$ cat src/rtl/bg_pkg.sv
// Shared types and limits for the scrolling background renderer.
// Latency: none (types and constants only).
// Backpressure: none; the renderer free-runs with the pixel clock.
package bg_pkg;

  localparam int COORD_W         = 10;
  localparam int SCALE_SHIFT_MAX = 3;
  localparam int IDX_W_MAX       = 8;

  typedef struct packed {
    logic [3:0] r;
    logic [3:0] g;
    logic [3:0] b;
  } rgb12_t;

  localparam rgb12_t RGB_BLACK = '0;

endpackage

$ cat src/rtl/bg_scroller_if.sv
// Scroll request channel: offset write strobe, wrap mode and ack/err pulses.
// Latency: ack/err pulse one cycle after the event that causes them.
// Backpressure: none; rejected requests are reported through scroll_err.
interface bg_scroller_if;
  import bg_pkg::*;

  logic [COORD_W-1:0] scroll_x_in;
  logic [COORD_W-1:0] scroll_y_in;
  logic               scroll_we;
  logic               wrap_en;
  logic               scroll_ack;
  logic               scroll_err;

  modport master (
    output scroll_x_in, scroll_y_in, scroll_we, wrap_en,
    input  scroll_ack, scroll_err
  );

  modport slave (
    input  scroll_x_in, scroll_y_in, scroll_we, wrap_en,
    output scroll_ack, scroll_err
  );

endinterface

$ cat src/rtl/bg_addr_gen.sv
// Maps a screen pixel plus scroll offset to a source ROM address (wrap or border).
// Latency: 1 cycle, rom_addr and the out-of-range flag are registered together.
// Backpressure: none; a new pixel is accepted every cycle.
module bg_addr_gen
  import bg_pkg::*;
#(
  parameter int SRC_W       = 640,
  parameter int SRC_H       = 480,
  parameter int SCALE_SHIFT = 0,
  parameter int AW          = 19
) (
  input  logic               clk,
  input  logic               reset,
  input  logic [COORD_W-1:0] draw_x,
  input  logic [COORD_W-1:0] draw_y,
  input  logic [COORD_W-1:0] act_x,
  input  logic [COORD_W-1:0] act_y,
  input  logic               wrap,
  output logic [AW-1:0]      rom_addr,
  output logic               oor
);

  localparam logic [COORD_W:0] W_L   = (COORD_W+1)'(SRC_W);
  localparam logic [COORD_W:0] H_L   = (COORD_W+1)'(SRC_H);
  localparam logic [21:0]      W_MUL = 22'(SRC_W);

  logic [COORD_W:0] sx_raw, sy_raw, sx, sy;
  logic [21:0]      addr_full;
  logic [AW-1:0]    rom_addr_d, rom_addr_q;
  logic             oor_d, oor_q;
  logic             unused_addr_hi;

  // Offset add, one conditional subtract for wrap (offset < size keeps it exact), linear address.
  always_comb begin
    sx_raw = {1'b0, draw_x >> SCALE_SHIFT} + {1'b0, act_x};
    sy_raw = {1'b0, draw_y >> SCALE_SHIFT} + {1'b0, act_y};
    sx     = sx_raw;
    sy     = sy_raw;
    oor_d  = 1'b0;
    if (wrap) begin
      if (sx_raw >= W_L) sx = sx_raw - W_L;
      if (sy_raw >= H_L) sy = sy_raw - H_L;
    end else begin
      oor_d = (sx_raw >= W_L) || (sy_raw >= H_L);
    end
    addr_full  = {11'b0, sy} * W_MUL + {11'b0, sx};
    rom_addr_d = addr_full[AW-1:0];
  end

  // Address register feeding the synchronous ROM; the flag travels with it.
  always_ff @(posedge clk) begin
    if (reset) begin
      rom_addr_q <= '0;
      oor_q      <= 1'b0;
    end else begin
      rom_addr_q <= rom_addr_d;
      oor_q      <= oor_d;
    end
  end

  assign unused_addr_hi = ^addr_full[21:AW];
  assign rom_addr       = rom_addr_q;
  assign oor            = oor_q;

endmodule

$ cat src/rtl/bg_scroller.sv
// Scrolling tiled background: frame-synchronous offset registers, ROM/palette pipeline, RGB out.
// Latency: 3 cycles from DrawX/DrawY to red/green/blue.
// Backpressure: none; bad scroll requests are dropped and flagged on scroll_err.
module bg_scroller
  import bg_pkg::*;
#(
  parameter int SRC_W       = 640,
  parameter int SRC_H       = 480,
  parameter int SCALE_SHIFT = 0,
  parameter int IDX_W       = 5,
  parameter int BORDER_IDX  = 0
) (
  input  logic                            vga_clk,
  input  logic                            reset,
  input  logic [COORD_W-1:0]              DrawX,
  input  logic [COORD_W-1:0]              DrawY,
  input  logic                            blank,
  bg_scroller_if.slave                    scr,
  output logic [$clog2(SRC_W*SRC_H)-1:0]  rom_addr,
  input  logic [IDX_W-1:0]                rom_q,
  output logic [IDX_W-1:0]                pal_idx,
  input  logic [11:0]                     pal_rgb,
  output logic [3:0]                      red,
  output logic [3:0]                      green,
  output logic [3:0]                      blue
);

  localparam int               AW       = $clog2(SRC_W*SRC_H);
  localparam logic [COORD_W:0] W_L      = (COORD_W+1)'(SRC_W);
  localparam logic [COORD_W:0] H_L      = (COORD_W+1)'(SRC_H);
  localparam logic [IDX_W-1:0] BORDER_L = IDX_W'(BORDER_IDX);

  logic [COORD_W-1:0] act_x_d, act_x_q, act_y_d, act_y_q;
  logic [COORD_W-1:0] shd_x_d, shd_x_q, shd_y_d, shd_y_q;
  logic               pend_d, pend_q, wrap_d, wrap_q;
  logic               ack_d, ack_q, err_d, err_q;
  logic               blank1_d, blank1_q, blank2_d, blank2_q;
  logic               vld1_d, vld1_q, vld2_d, vld2_q;
  logic               oor1, oor2_d, oor2_q;
  logic               frame_start, req_ok;
  rgb12_t             rgb_d, rgb_q;

  // Scroll bookkeeping: shadow takes requests any time, active offset only moves at frame start.
  always_comb begin
    frame_start = (DrawX == '0) && (DrawY == '0);
    req_ok      = ({1'b0, scr.scroll_x_in} < W_L) && ({1'b0, scr.scroll_y_in} < H_L);
    act_x_d     = act_x_q;
    act_y_d     = act_y_q;
    shd_x_d     = shd_x_q;
    shd_y_d     = shd_y_q;
    pend_d      = pend_q;
    wrap_d      = wrap_q;
    ack_d       = 1'b0;
    err_d       = 1'b0;
    if (frame_start) begin
      wrap_d = scr.wrap_en;
      if (pend_q) begin
        act_x_d = shd_x_q;
        act_y_d = shd_y_q;
        pend_d  = 1'b0;
        ack_d   = 1'b1;
      end
    end
    // A write landing on frame start re-arms pending for the following frame.
    if (scr.scroll_we) begin
      if (req_ok) begin
        shd_x_d = scr.scroll_x_in;
        shd_y_d = scr.scroll_y_in;
        pend_d  = 1'b1;
      end else begin
        err_d = 1'b1;
      end
    end
  end

  // Delay line: blank/valid/out-of-range follow the pixel to the ROM data and then to RGB.
  always_comb begin
    vld1_d   = 1'b1;
    vld2_d   = vld1_q;
    blank1_d = blank;
    blank2_d = blank1_q;
    oor2_d   = oor1;
    pal_idx  = !vld2_q ? '0 : (oor2_q ? BORDER_L : rom_q);
    rgb_d    = blank2_q ? rgb12_t'(pal_rgb) : RGB_BLACK;
  end

  // State and pipeline registers.
  always_ff @(posedge vga_clk) begin
    if (reset) begin
      act_x_q  <= '0;
      act_y_q  <= '0;
      shd_x_q  <= '0;
      shd_y_q  <= '0;
      pend_q   <= 1'b0;
      wrap_q   <= 1'b1;
      ack_q    <= 1'b0;
      err_q    <= 1'b0;
      vld1_q   <= 1'b0;
      vld2_q   <= 1'b0;
      blank1_q <= 1'b0;
      blank2_q <= 1'b0;
      oor2_q   <= 1'b0;
      rgb_q    <= RGB_BLACK;
    end else begin
      act_x_q  <= act_x_d;
      act_y_q  <= act_y_d;
      shd_x_q  <= shd_x_d;
      shd_y_q  <= shd_y_d;
      pend_q   <= pend_d;
      wrap_q   <= wrap_d;
      ack_q    <= ack_d;
      err_q    <= err_d;
      vld1_q   <= vld1_d;
      vld2_q   <= vld2_d;
      blank1_q <= blank1_d;
      blank2_q <= blank2_d;
      oor2_q   <= oor2_d;
      rgb_q    <= rgb_d;
    end
  end

  // The next-state offset/mode is used so the frame-start pixel already sees the new frame's values.
  bg_addr_gen #(
    .SRC_W       (SRC_W),
    .SRC_H       (SRC_H),
    .SCALE_SHIFT (SCALE_SHIFT),
    .AW          (AW)
  ) u_addr (
    .clk      (vga_clk),
    .reset    (reset),
    .draw_x   (DrawX),
    .draw_y   (DrawY),
    .act_x    (act_x_d),
    .act_y    (act_y_d),
    .wrap     (wrap_d),
    .rom_addr (rom_addr),
    .oor      (oor1)
  );

  assign scr.scroll_ack = ack_q;
  assign scr.scroll_err = err_q;
  assign red            = rgb_q.r;
  assign green          = rgb_q.g;
  assign blue           = rgb_q.b;

endmodule

$ cat src/flat_wrapper.sv
// flat-port wrapper written by rule: the top's interface ports become plain ports
module bg_scroller_flat import bg_pkg::*;
#(
  parameter int SRC_W       = 640,
  parameter int SRC_H       = 480,
  parameter int SCALE_SHIFT = 0,
  parameter int IDX_W       = 5,
  parameter int BORDER_IDX  = 0
)
  (vga_clk, reset, DrawX, DrawY, blank, rom_addr, rom_q, pal_idx, pal_rgb, red, green, blue, scr_scroll_x_in, scr_scroll_y_in, scr_scroll_we, scr_wrap_en, scr_scroll_ack, scr_scroll_err);
  bg_scroller_if scr_i ();
  input  logic vga_clk;
  input  logic reset;
  input  logic [COORD_W-1:0] DrawX;
  input  logic [COORD_W-1:0] DrawY;
  input  logic blank;
  output logic [$clog2(SRC_W*SRC_H)-1:0] rom_addr;
  input  logic [IDX_W-1:0] rom_q;
  output logic [IDX_W-1:0] pal_idx;
  input  logic [11:0] pal_rgb;
  output logic [3:0] red;
  output logic [3:0] green;
  output logic [3:0] blue;
  input wire logic [$bits(scr_i.scroll_x_in)-1:0] scr_scroll_x_in;
  input wire logic [$bits(scr_i.scroll_y_in)-1:0] scr_scroll_y_in;
  input wire logic [$bits(scr_i.scroll_we)-1:0] scr_scroll_we;
  input wire logic [$bits(scr_i.wrap_en)-1:0] scr_wrap_en;
  output wire logic [$bits(scr_i.scroll_ack)-1:0] scr_scroll_ack;
  output wire logic [$bits(scr_i.scroll_err)-1:0] scr_scroll_err;
  assign scr_i.scroll_x_in = scr_scroll_x_in;
  assign scr_i.scroll_y_in = scr_scroll_y_in;
  assign scr_i.scroll_we = scr_scroll_we;
  assign scr_i.wrap_en = scr_wrap_en;
  assign scr_scroll_ack = scr_i.scroll_ack;
  assign scr_scroll_err = scr_i.scroll_err;
  bg_scroller #(.SRC_W(SRC_W), .SRC_H(SRC_H), .SCALE_SHIFT(SCALE_SHIFT), .IDX_W(IDX_W), .BORDER_IDX(BORDER_IDX)) u_core (.vga_clk(vga_clk), .reset(reset), .DrawX(DrawX), .DrawY(DrawY), .blank(blank), .scr(scr_i), .rom_addr(rom_addr), .rom_q(rom_q), .pal_idx(pal_idx), .pal_rgb(pal_rgb), .red(red), .green(green), .blue(blue));
endmodule
$ cat config.mk
export PLATFORM = sky130hd
export DESIGN_NAME = bg_scroller_flat
export DESIGN_NICKNAME = d
export VERILOG_FILES = /design/src/rtl/bg_pkg.sv /design/src/rtl/bg_scroller_if.sv /design/src/rtl/bg_addr_gen.sv /design/src/rtl/bg_scroller.sv /design/src/flat_wrapper.sv
export SDC_FILE = /design/constraint.sdc
export NUM_CORES = 1
export LEC_CHECK = 0
export BUFFER_PORTS_ARGS = -buffer_cell sky130_fd_sc_hd__buf_2
export CORE_UTILIZATION = 35
export DETAILED_ROUTE_END_ITERATION = 6
export PLACE_DENSITY = 0.61
export SYNTH_ARGS = -nofsm -noshare
export SYNTH_HDL_FRONTEND = slang
export SYNTH_SLANG_ARGS = --single-unit
$ cat constraint.sdc
create_clock -name vga_clk -period 19.5 [get_ports vga_clk]
set_input_delay 0.975 -clock vga_clk [delete_from_list [all_inputs] [get_ports vga_clk]]
set_output_delay 0.975 -clock vga_clk [all_outputs]
set_load 0.02 [all_outputs]
==> metrics.md <==
| Metric | Value |
|---|---|
| Sw power | 124 uW |
| Worst rel slew slack | 40.1% |
| # diodes | 0 |
| I/O pins | 100 |
| Final Non-Filler Cells | 781 |
| FFs w/ async S/R, synth | 0% |
| CTS root buf | clkbuf_16 |
| Synthesized-area fraction occupied by adder cells | 13.4% |
| CP top delay family | simple AND/OR/NAND/NOR gates |
| HPWL after detailed placement | 8.09 mm |
| Final clock skew | 0.00795 ns |
| Sequential share of power | 38.2% |
| Worst Setup End Kind | register |
| Vias in the first global route | 3748 |
| Most common cell after layout, fill and taps aside | buf_2 |
| Worst skew pair latency | 0.33 ns |
| Die height | 117 um |
| Most frequent cells in the layout | buf_2 (99), dfxtp_1 (81), nand2_1 (53) |
| Max IR drop VDD | about 0.042 mV |
| Final period util | 39.8% |
| Final net count | a little over 700 |
| Post-Place Cells | 766 |
| Tightest Pin Transition | 0.899 ns |
| # Post-CTS Setup Buffers | 0 |
| Crit-path max FO | 20 |
| DRT antenna net count | 0 |
| CTS Buf Count | 9 |
| First-pass GRT wire length | about 17 mm |
| RSZ-0062 raised after global routing | no |
| DRC | 0 |
| Gate Count Post-Synth | 510 |
| Layout cells sized above 1 | 24.0% |
| Crit path DAT | 7.97 ns |
| Crit Path Category | input pin to register |
| WP buf/inv | 2 |
| Number of synthesized flops with an enable pin | 0 |
| Util after Layout | 43.9% |
| Fmax | between 100 and 150 MHz |
| Initial DRT Pass Iterations | 4 |
| Port Buffers | 99 |
| GP Congestion | between 0.8 and 0.9 |
| Clock Tree Buf Depth | 2 |
| Avg Cell Area, Syn | around 9 um^2 |
| Std cell rows | 41 |
| Commonest register cell after synthesis | dfxtp_1 |
| Compound-Gate Fraction of Synth Area | 15.6% |
| CTS clk-pin slew, worst paths | 0.06 ns |
| Final hold slack | 0.435 ns |
| Largest family of logic cells by synthesized area | simple AND/OR/NAND/NOR gates |
| Final wirelength | 10.1 mm |
| Post_cts resized | 0 |
| Yosys cell types | between 60 and 70 |
| Register area share after synthesis | between 30% and 40% |
| Largest net degree at the start of global routing | 46 |
| Pins Over Slew Limit | 0 |
| Post-Syn Area | ~4600 um^2 |
| Die area | 13600 um^2 |
| Post-Syn Nets | 619 |
| Die Wd | 117 um |
| Pwr dens | about 83 nW/um^2 |
| XOR/XNOR Fraction of Synth Area | 5.90% |
| DR iter-0 viols | 186 |
| # hold bufs at CTS | 0 |
| Core Area | ~13000 um^2 |
| Post-Layout Inst Area | 5580 um^2 |
| CTS tree | done |
| Post-synthesis mux area share | about 5.8% |
| Synth warnings | 0 |
| Area post-placement | approximately 5200 um^2 |
| CP required | about 20 ns |
| Remaining Overflow, GRT | 0 |
| Clock power frac | 40.6% |
| Critical Path Max Stage Delay | around 0.77 ns |
| Via Count | 3877 |
| Most used cell, CP | ha_1 |
| Leak | 0.00256 uW |
| Endpoints failing setup | 0 |
| Hold Crit Class | register to register |
| Fin crit period | 7.75 ns |
| Total GRT Usage | 15.8% |
| Yosys reg bits | 81 |
| Status | finished clean |
| Switching share of total power | 26.6% |
| Initial antenna violation count | 0 |
| Sink Count | 81 |
| Critical path launch point type | input pin |
| Max-cap violations | 0 |
| Setup TNS | 0 ns |
| Comb power frac | a little over a fifth |
| Layout Area Growth over Synthesis | 21.3% |
| Pint | 341 uW |
| Critical path's slowest cell | and2_1 |
| Routed vias/inst | 4.96 |
| H-tree depth | 3 |
| Initial Util | 36.2% |
| WL/cell | 12.9 um |
| Simple-Gate Fraction of Synth Area | a little over a fifth |
| Fin. Hold Viols | 0 |
-- per-stage QoR --
step                setup slack, ns  power [uW]
floorplan                     12.68         253
global placement              11.60         280
detailed placement            11.41         281
global route                  11.13         490
finish                        11.75         465
CTS                           11.74         472
-- cells in the mapped netlist, types with 4 or more instances --
library cell | count | share of area (%)
inv_1 | 18 | 1.5
mux2_2 | 19 | 4.6
nor3_1 | 5 | 0.54
fa_1 | 4 | 1.7
xnor2_1 | 18 | 3.4
nand2_1 | 53 | 4.3
ha_1 | 43 | 12
a21oi_1 | 37 | 4.0
o21ai_0 | 13 | 1.4
clkbuf_1 | 12 | 0.98
nor2_1 | 36 | 2.9
dfxtp_1 | 81 | 35
xor2_1 | 13 | 2.5
o211ai_1 | 7 | 1.1
nor4_1 | 7 | 0.95
nand3_1 | 7 | 0.76
nor2b_1 | 17 | 2.3
and3_1 | 6 | 0.82
and2_1 | 41 | 5.6
mux2i_1 | 4 | 0.87
a21o_1 | 6 | 0.98
a211oi_1 | 4 | 0.65
-- registers in the layout, indices dropped and copies added (netlist names), 4 cells and up --
signal                  cells
u_core.act_x_q             10
u_core.act_y_q             10
u_core.blue                 4
u_core.green                4
u_core.red                  4
u_core.shd_x_q             10
u_core.shd_y_q             10
u_core.u_addr.rom_addr     19
-- layout make-up --
cell class	instances	area, um^2
Inverter	18	67.6
Tap cell	172	215
Clock inverter	5	104
Timing Repair Buffer	99	495
Fill cell	1263	7140
Sequential cell	81	1620
Multi-Input combinational cell	396	2850
Clock buffer	10	229
-- worst paths after layout --
| check | from | to | slack [ns] | cells after the start |
|---|---|---|---|---|
| max | DrawX[0] | u_core.u_addr.rom_addr[18]$_SDFF_PP0_ | 11.75 | 26 |
| max reg2reg | u_core.pend_q$_SDFF_PP0_ | u_core.u_addr.rom_addr[18]$_SDFF_PP0_ | 13.14 | 22 |
| min | u_core.vld1_q$_DFF_P_ | u_core.vld2_q$_SDFF_PP0_ | 0.44 | 1 |
| min reg2reg | u_core.vld1_q$_DFF_P_ | u_core.vld2_q$_SDFF_PP0_ | 0.44 | 1 |
-- power by group through the flow --
stage	Combinational (uW)	Sequential (uW)	Clock [uW]
2_1_floorplan	62.3	191	0
3_3_place_gp	98.6	181	0
3_5_place_dp	99.6	181	0
4_1_cts	100	178	194
5_1_grt	111	178	200
6_report	98.7	177	189
-- routing by layer --
metal | vias to the layer above | track usage, % | share of wire [%]
met1 | 1794 | 18.3 | 46
met2 | 83 | 28.6 | 48
met4 | 0 | 6.16 | 1.9
met3 | 17 | 3.17 | 4.1
li1 | 1983 | - | -
met5 | - | 0 | 0
-- kinds of logic after synthesis --
| family | after synthesis |
|---|---|
| and+or+nand+nor | 190 |
| xor gates and xnor gates | 31 |
| muxes | 24 |
| DFF | 81 |
| adders and majority gates | 47 |
| AOI/OAI and AO/OA | 104 |
| buffers and inverters | 33 |
Power figures use the tool's default switching activity.
